$ cat config.mk
export PLATFORM = sky130hd
export DESIGN_NAME = game_controller
export DESIGN_NICKNAME = d
export VERILOG_FILES = /design/src/rtl/snake_pkg.sv /design/src/rtl/bcd2_counter.sv /design/src/rtl/game_controller.sv
export SDC_FILE = /design/constraint.sdc
export NUM_CORES = 1
export LEC_CHECK = 0
export CAP_MARGIN = 20
export CORE_MARGIN = 2
export CORE_UTILIZATION = 25
export DETAILED_ROUTE_END_ITERATION = 10
export GPL_TIMING_DRIVEN = 0
export PLACE_DENSITY = 0.39
export SYNTH_ARGS = -nofsm -noshare
export SYNTH_HDL_FRONTEND = slang
export SYNTH_SLANG_ARGS = --single-unit
$ cat constraint.sdc
create_clock -name VGA_clk -period 31.8 [get_ports VGA_clk]
set_clock_uncertainty 0.1 [all_clocks]
set_input_delay 6.36 -clock VGA_clk [delete_from_list [all_inputs] [get_ports VGA_clk]]
set_output_delay 6.36 -clock VGA_clk [all_outputs]
set_load 0.01 [all_outputs]
$ cat src/rtl/snake_pkg.sv
// Shared types and helpers for the snake game sequencer: FSM encodings and
// two-digit BCD arithmetic used by the score and hiscore paths.
package snake_pkg;

  typedef enum logic [1:0] {
    ST_IDLE  = 2'd0,
    ST_CLEAR = 2'd1,
    ST_PLAY  = 2'd2,
    ST_OVER  = 2'd3
  } state_t;

  localparam logic [7:0] BCD_MAX  = 8'h99;
  localparam logic [7:0] BCD_ZERO = 8'h00;

  function automatic logic [6:0] bcd_to_bin(input logic [7:0] bcd);
    logic [6:0] tens;
    logic [6:0] units;
    tens  = {3'b000, bcd[7:4]};
    units = {3'b000, bcd[3:0]};
    return tens * 7'd10 + units;
  endfunction

  // Saturating +1; 99 stays 99, units 9 rolls into the tens digit.
  function automatic logic [7:0] bcd_inc(input logic [7:0] bcd);
    if (bcd >= BCD_MAX) begin
      return BCD_MAX;
    end
    if (bcd[3:0] >= 4'd9) begin
      return {bcd[7:4] + 4'd1, 4'd0};
    end
    return {bcd[7:4], bcd[3:0] + 4'd1};
  endfunction

endpackage

$ cat src/rtl/bcd2_counter.sv
// Two-digit BCD counter with synchronous clear and increment enable,
// saturating at 99.
module bcd2_counter
  import snake_pkg::*;
(
  input  logic       clk,
  input  logic       srst,
  input  logic       clr,
  input  logic       inc,
  output logic [7:0] value
);

  logic [7:0] value_reg;

  always_ff @(posedge clk) begin
    if (srst || clr) begin
      value_reg <= BCD_ZERO;
    end else if (inc) begin
      value_reg <= bcd_inc(value_reg);
    end
  end

  assign value = value_reg;

endmodule

$ cat src/rtl/game_controller.sv
// Game sequencer: start/clear control, speed-scaled movement tick and BCD score.
// Optional best-score tracking is enabled by defining SNAKE_HISCORE_EN.
module game_controller
  import snake_pkg::*;
#(
  parameter int CNT_W       = 22,
  parameter int BASE_PERIOD = 2_500_000,
  parameter int STEP        = 100_000,
  parameter int MIN_PERIOD  = 500_000,
  parameter int CLEAR_CYC   = 4
) (
  input  logic       VGA_clk,
  input  logic       rst,
  input  logic       btn_start,
  input  logic       game_over,
  input  logic       apple_eaten,
  output logic       start,
  output logic       update,
  output logic [1:0] state,
  output logic [7:0] score_bcd,
  output logic [7:0] hiscore_bcd
);

  localparam int SYNC_STAGES = 2;
  localparam int PW          = CNT_W + 8;
  localparam int CLR_W       = $clog2(CLEAR_CYC + 1);

  state_t                 state_reg, state_next;
  logic [SYNC_STAGES-1:0] btn_sync_reg;
  logic                   btn_prev_reg;
  logic                   apple_prev_reg;
  logic                   btn_pe, eat_pe;
  logic [CNT_W-1:0]       tick_cnt_reg;
  logic [CLR_W-1:0]       clr_cnt_reg;
  logic [PW-1:0]          dec_w, per_w;
  logic [CNT_W-1:0]       period_m1;
  logic                   tick_hit, clear_done, in_play;
  logic                   score_inc, score_clr;

  // Button crosses in from an asynchronous pin: plain flop chain.
  generate
    for (genvar gi = 0; gi < SYNC_STAGES; gi++) begin : g_btn_sync
      if (gi == 0) begin : g_first
        always_ff @(posedge VGA_clk) begin
          if (rst) btn_sync_reg[gi] <= 1'b0;
          else     btn_sync_reg[gi] <= btn_start;
        end
      end else begin : g_rest
        always_ff @(posedge VGA_clk) begin
          if (rst) btn_sync_reg[gi] <= 1'b0;
          else     btn_sync_reg[gi] <= btn_sync_reg[gi-1];
        end
      end
    end
  endgenerate

  always_ff @(posedge VGA_clk) begin
    if (rst) begin
      btn_prev_reg   <= 1'b0;
      apple_prev_reg <= 1'b0;
    end else begin
      btn_prev_reg   <= btn_sync_reg[SYNC_STAGES-1];
      apple_prev_reg <= apple_eaten;
    end
  end

  assign btn_pe = btn_sync_reg[SYNC_STAGES-1] & ~btn_prev_reg;
  assign eat_pe = apple_eaten & ~apple_prev_reg;

  // Wide arithmetic so a large score clamps instead of wrapping below zero.
  assign dec_w = PW'(STEP) * PW'(bcd_to_bin(score_bcd));

  always_comb begin
    if (dec_w + PW'(MIN_PERIOD) > PW'(BASE_PERIOD)) begin
      per_w = PW'(MIN_PERIOD);
    end else begin
      per_w = PW'(BASE_PERIOD) - dec_w;
    end
  end

  assign period_m1  = CNT_W'(per_w - PW'(1));
  assign tick_hit   = tick_cnt_reg >= period_m1;
  assign in_play    = state_reg == ST_PLAY;
  assign clear_done = clr_cnt_reg == CLR_W'(CLEAR_CYC - 1);

  always_comb begin
    state_next = state_reg;
    start      = 1'b0;
    update     = 1'b0;
    score_inc  = 1'b0;
    score_clr  = 1'b0;
    case (state_reg)
      ST_IDLE: begin
        if (btn_pe) state_next = ST_CLEAR;
      end
      ST_CLEAR: begin
        score_clr = 1'b1;
        if (clear_done) state_next = ST_PLAY;
      end
      ST_PLAY: begin
        start     = 1'b1;
        update    = tick_hit & ~game_over;
        score_inc = eat_pe;
        if (game_over) state_next = ST_OVER;
      end
      ST_OVER: begin
        start = 1'b1;
        if (btn_pe) state_next = ST_CLEAR;
      end
      default: state_next = ST_IDLE;
    endcase
  end

  always_ff @(posedge VGA_clk) begin
    if (rst) begin
      state_reg    <= ST_IDLE;
      tick_cnt_reg <= '0;
      clr_cnt_reg  <= '0;
    end else begin
      state_reg <= state_next;
      // An over-range count after a speed-up fires on the very next cycle.
      if (!in_play || tick_hit) tick_cnt_reg <= '0;
      else                      tick_cnt_reg <= tick_cnt_reg + CNT_W'(1);
      if (state_reg == ST_CLEAR && !clear_done) clr_cnt_reg <= clr_cnt_reg + CLR_W'(1);
      else                                      clr_cnt_reg <= '0;
    end
  end

  bcd2_counter u_score (
    .clk  (VGA_clk),
    .srst (rst),
    .clr  (score_clr),
    .inc  (score_inc),
    .value(score_bcd)
  );

`ifdef SNAKE_HISCORE_EN
  logic [7:0] hiscore_reg;
  logic [7:0] final_score;

  // Include a point scored in the same cycle as the fatal collision.
  assign final_score = score_inc ? bcd_inc(score_bcd) : score_bcd;

  always_ff @(posedge VGA_clk) begin
    if (rst) begin
      hiscore_reg <= BCD_ZERO;
    end else if (in_play && game_over && final_score > hiscore_reg) begin
      hiscore_reg <= final_score;
    end
  end

  assign hiscore_bcd = hiscore_reg;
`else
  assign hiscore_bcd = BCD_ZERO;
`endif

  assign state = state_reg;

endmodule

== Word level (Yosys, flattened, before mapping) ==
Index checks and enable logic that the tools add are counted.

* Latch bits: 0
* Memories: 0
* Bits in read-only memories: 0
* RAM bits: 0
* Bits in registers: 39

* $lt $le $gt $ge: 4
* Bitwise logic cells: 7
* Reduce and logical (&&, ||, !) cells: 13
* Multiplexer cells: 20
* Shift-type cells: 0
* Divide/modulo/power cells: 0
* Eq/ne operators: 7
* $add $sub $neg: 8
* Multipliers: 2

{| class="wikitable"
|+ Operators with widths
! cell !! count
|-
| 8-bit two-way mux || 4
|-
| 24-bit by 19-bit adder with 25-bit output (second input constant) || 1
|-
| 25-bit by 22-bit greater-than comparator with 1-bit output (second input constant) || 1
|-
| 22-bit by 1-bit adder with 22-bit output (second input constant) || 1
|-
| 22-bit greater-or-equal comparator || 1
|-
| 22-bit two-way mux || 1
|-
| 22-bit by 1-bit subtractor with 22-bit output (second input constant) || 1
|-
| 22-bit subtractor (first input constant) || 1
|-
| 12-bit by 7-bit multiplier with 19-bit output (first input constant) || 1
|-
| 1-bit two-way mux || 11
|-
| 4-bit by 1-bit adder with 4-bit output (second input constant) || 2
|-
| 8-bit greater-or-equal comparator (second input constant) || 1
|-
| 2-bit OR reduction || 4
|-
| 7-bit by 4-bit adder with 7-bit output || 1
|-
| 4-bit by 3-bit multiplier with 6-bit output (second input constant) || 1
|-
| 2-bit two-way mux || 3
|-
| 2-bit one-hot mux with 3 select lines || 1
|-
| 2-bit == test (second input constant) || 2
|-
| 4-bit greater-or-equal comparator (second input constant) || 1
|-
| 2-bit inequality test (second input constant) || 2
|-
| 1-bit NOT || 4
|-
| 3-bit by 1-bit adder with 3-bit output (second input constant) || 1
|-
| 1-bit bitwise AND || 3
|-
| 3-bit by 2-bit == test with 1-bit output (second input constant) || 1
|-
| other kinds (9) || 11
|}

== Depth between registers and ports, before layout ==
* Word-level depth: 10
* Gate-level depth with buffers: 43
* Gate-level depth less buffers: 40

== By module ==
From an unflattened synthesis, not the netlist that was laid out.

* Cell total of the unflattened synthesis: 627
* Area, all modules: 5211.2 um^2

{| class="wikitable"
|+ By module, submodules not included
! module !! cells an instance !! seq. area each (um^2) !! area an instance (um^2) !! instances
|-
| game_controller || 574 || 620.6 || 4727.0 || 1
|-
| bcd2_counter || 53 || 160.2 || 484.2 || 1
|}

== Worst setup path after synthesis ==
OpenSTA, ideal clock, no wires.

* Kind: register -> output
* Start: register u_score.value_reg[5] (netlist: u_score.value[5])
* End: output port update
* Stages on the path, launching flop included: 40
* Path buffers: 2
* Setup slack: 17.102 ns
* Required time: 25.340 ns
* Arrival time: 8.238 ns
* Cells stage by stage: dfxtp_1 > ha_1 > ha_1 > fa_1 > nand2_1 > nor2_1 > xnor2_1 > ha_1 > fa_1 > fa_1 > ha_1 > ha_1 > or3_1 > o221a_2 > or3_1 > a32oi_1 > buf_2 > o311ai_1 > (+4 left out) > nand2_1 > ha_1 > nand3_1 > nor2_1 > and3_1 > and2_1 > nand2b_1 > xor2_1 > and2_1 > ha_1 > o21a_1 > o21a_1 > o21ai_0 > nor2_1 > a211oi_1 > a21oi_1 > nor2_1 > nor2_1

* Longest elaborated chain between the ends: 10
* Elaborated cells on any way between the ends: 11
* Classes of those cells: add/sub (4); mul (2); order compare (2); mux (2); bitwise (1)

{| class="wikitable"
|+ RTL lines
! element !! RTL line !! source
|-
| start: declaration || bcd2_counter.sv:13 || <nowiki>logic [7:0] value_reg;</nowiki>
|-
| start signal: assignment || bcd2_counter.sv:19 || <nowiki>value_reg <= bcd_inc(value_reg);</nowiki>
|-
| 4-bit by 3-bit multiplier with 6-bit output * || snake_pkg.sv:20 || <nowiki>return tens * 7'd10 + units;</nowiki>
|-
| 7-bit by 4-bit adder with 7-bit output * || snake_pkg.sv:20 ||
|-
| 12-bit by 7-bit multiplier with 19-bit output * || game_controller.sv:71 || <nowiki>assign dec_w = PW'(STEP) * PW'(bcd_to_bin(score_bcd));</nowiki>
|-
| 24-bit by 19-bit adder with 25-bit output || game_controller.sv:74 || <nowiki>if (dec_w + PW'(MIN_PERIOD) > PW'(BASE_PERIOD)) begin</nowiki>
|-
| 25-bit by 22-bit greater-than comparator with 1-bit output || game_controller.sv:74 ||
|-
| 22-bit two-way mux * || game_controller.sv:74 ||
|-
| 22-bit by 1-bit subtractor with 22-bit output * || game_controller.sv:81 || <nowiki>assign period_m1 = CNT_W'(per_w - PW'(1));</nowiki>
|-
| 22-bit greater-or-equal comparator * || game_controller.sv:82 || <nowiki>assign tick_hit = tick_cnt_reg >= period_m1;</nowiki>
|-
| 1-bit bitwise AND * || game_controller.sv:102 || <nowiki>update = tick_hit & ~game_over;</nowiki>
|-
| 1-bit two-way mux * || game_controller.sv:92 || <nowiki>case (state_reg)</nowiki>
|-
| end: declaration || game_controller.sv:18 || <nowiki>output logic update,</nowiki>
|}

Every way passes the cells marked *; elsewhere a longest branch is shown, timed or not.

== Final worst setup path ==
Ends and elaborated chain as after synthesis.

==> summary.md <==
| Metric | Value |
|---|---|
| Status | complete, no violations |
| Cells after synthesis | 608 |
| Antenna violations before repair | 0 |
| First-pass GRT wire length | 20200 um |
| Hold WS | 0.324 ns |
| Place WS | 15.34 ns |
| GRT overflow | 0 |
| Worst r2r path cells | 40 |
| Synth top cells by count | ha_1 (88), nor2_1 (63), nand2_1 (41) |
| Routed Wire Length | 12000 um |
| Largest area contributor in the netlist | ha_1 |
| Max-slew headroom | 47.5% |
| Max FFs per register | 22 |
| Worst path arrival time | 10.23 ns |
| Die W | 145 um |
| Actual slew at the worst max-slew pin | 0.782 ns |
| Max VDD drop | 18.0 uV |
| Ant diodes | 0 |
| DP Cell Count | 896 |
| Yosys top cell area share | 22.3% |
| Worst-Skew Late Latency | 0.28 ns |
| Leakage | 2.51 nW |
| DRC | 0 |
| Worst Setup End Kind | primary output |
| Die Y | 145 um |
| Setup ws final | 15.11 ns |
| IO buf count | 16 |
| RSZ-0062 raised after global routing | false |
| Yosys warnings | 0 |
| Most used cell, CP | ha_1 |
| Min-delay src | clr_cnt_reg[0]$_SDFF_PP0_ |
| Largest cells by area after synthesis | ha_1 (22%), dfxtp_1 (16%), xnor2_1 (6.0%) |
| CTS Buf Count | 5 |
| Layout cell share with drive strength beyond 1 | 6.10% |
| # setup viols final | 0 |
| Wire length per cell | 13.2 um |
| Power per cell area | 27.3 nW/um^2 |
| Number of global-route vias before repair | 4166 |
| Hold Crit Endpoint | clr_cnt_reg[0]$_SDFF_PP0_ |
| Register bit count reported by yosys | 39 |
| Initial core utilization | 25.5% |
| HP Class | flip-flop to flip-flop |
| Mapped cell area | 4940 sq um |
| Clock sinks | 39 |
| FF-to-FF setup slack | 21.29 ns |
| Post-DRT Antenna Nets | 0 |
| Reg2Reg Launch Point | u_score.value[5]$_SDFFE_PP0P_ |
| Post-synth EDFFs | 0 |
| Asr flop ratio synth | 0% |
| Crit-path max cell delay | 0.65 ns |
| CTS resizes | 0 |
| Hold Crit Depth | 1 |
| Fin. Hold Viols | 0 |
| Slowest cell on the critical path | nor4b_1 |
| Kind of critical path | flip-flop to primary output |
| Rows | 51 |
| Final Net Count | 740 |
| Sequential-to-total area share from yosys stat | 15.8% |
| GRT Overall Usage | 11.8% |
| Post-DP HPWL | 10000 um |
| Fmax | 59.9 MHz |
| Tcrit/Tclk final | 52.5% |
| Largest net degree at the start of global routing | 13 |
| Drt first-iter violations | 228 |
| P&R area growth vs syn | 14.3% |
| Max-cap viol count | 0 |
| Area of the die | 20900 sq um |
| RePlAce Congestion | 0.819 |
| Clock Root Buffer | clkbuf_16 |
| Worst-path fanout max | 10 |
| Unique masters post-synth | 72 |
| CP Launch Type | flip-flop |
| CORE AREA | 19400 sq um |
| Hold buffer count at CTS | 0 |
| CP startpoint | u_score.value[5]$_SDFFE_PP0P_ |
| Mean area per synthesized cell | 8.13 sq um |
| CTS tree | built |
| Required time of the critical path | 25.34 ns |
| Slew Limit Fails | 0 |
| CTS clk-pin slew, worst paths | 0.06 ns |
| Clock period minus final worst setup slack | 16.69 ns |
| Via density | 4.81 |
| Crit Reg-Reg Endpoint | tick_cnt_reg[3]$_SDFF_PP0_ |
| Post-CTS setup-driven buffer insertion count | 0 |
| Clock tree buffer depth | 2 |
| DR pass1 iterations | 4 |
| Util after Layout | 29.1% |
| I/O pins | 25 |
| Cell with the most instances after synthesis | ha_1 |
| TNS Setup | 0 ns |
| Finished Layout Cells | 904 |
| Top FF cell, synth | dfxtp_1 |
| CTS H-Tree Depth | 2 |
| Vias after detailed routing | 4344 |
worst max path at each step:
stage | to | slack (ns)
5_1_grt | update | 14.14
6_report | update | 15.11
3_3_place_gp | update | 15.33
4_1_cts | update | 15.01
3_5_place_dp | update | 15.34
2_1_floorplan | update | 17.10
power by group:
part	internal, mW	switching [mW]	leakage [nW]
sequential	0.0509	0.00220	0.315
combinational	0.0165	0.0201	2.11
clock	0.0450	0.0194	0.0911
metal layers:
metal,global-route usage (%),share of wire [%]
met2,19.2,45
met4,2.81,1.5
met3,1.79,2.6
met5,0,0
met1,16.6,50
cell families after synthesis:
family	synth area share, %
buf+inv	4.81
other cells	0.0759
xor+xnor	9.75
simple gates	24.1
flops	15.8
compound gates	18.9
mux	0.430
fa+ha+maj	26.1
worst max-delay path, delay by kind of cell, from the launching register on:
family          cells  cell delay, ns
simple gates       15            2.46
compound gates     10            2.54
fa+ha+maj          10            3.14
xor+xnor            2            0.46
buf+inv             3            0.89
flops               1            0.49
cell usage in the layout, fill, tap and decap left out, types with 11 or more instances in the layout:
master / count
nand3_1: 21
nor2b_1: 13
nor3_1: 11
xnor2_1: 34
a21oi_1: 27
o21ai_0: 18
a21o_1: 12
and2_1: 11
inv_1: 33
dfxtp_1: 39
ha_1: 88
xor2_1: 21
clkdlybuf4s50_1: 16
nor2_1: 63
nand2_1: 41
and3_1: 11
final cells by class:
class | count | area [sq um]
fillers | 2150 | 13800
multi-input cells | 522 | 3950
flip-flops and latches | 39 | 781
well taps | 265 | 332
repair buffers | 16 | 160
clock buffers | 6 | 129
inverters | 33 | 124
plain buffers | 21 | 114
clock inverters | 2 | 60.1
through the flow:
stage / power (mW) / area [sq um]
after floorplan: 0.0803 / 4970
after global placement: 0.0910 / 5460
after detailed placement: 0.0914 / 5460
after CTS: 0.157 / 5650
after global routing: 0.165 / 5650
final: 0.154 / 5650
No activity file was read; power rests on OpenSTA's default activity.
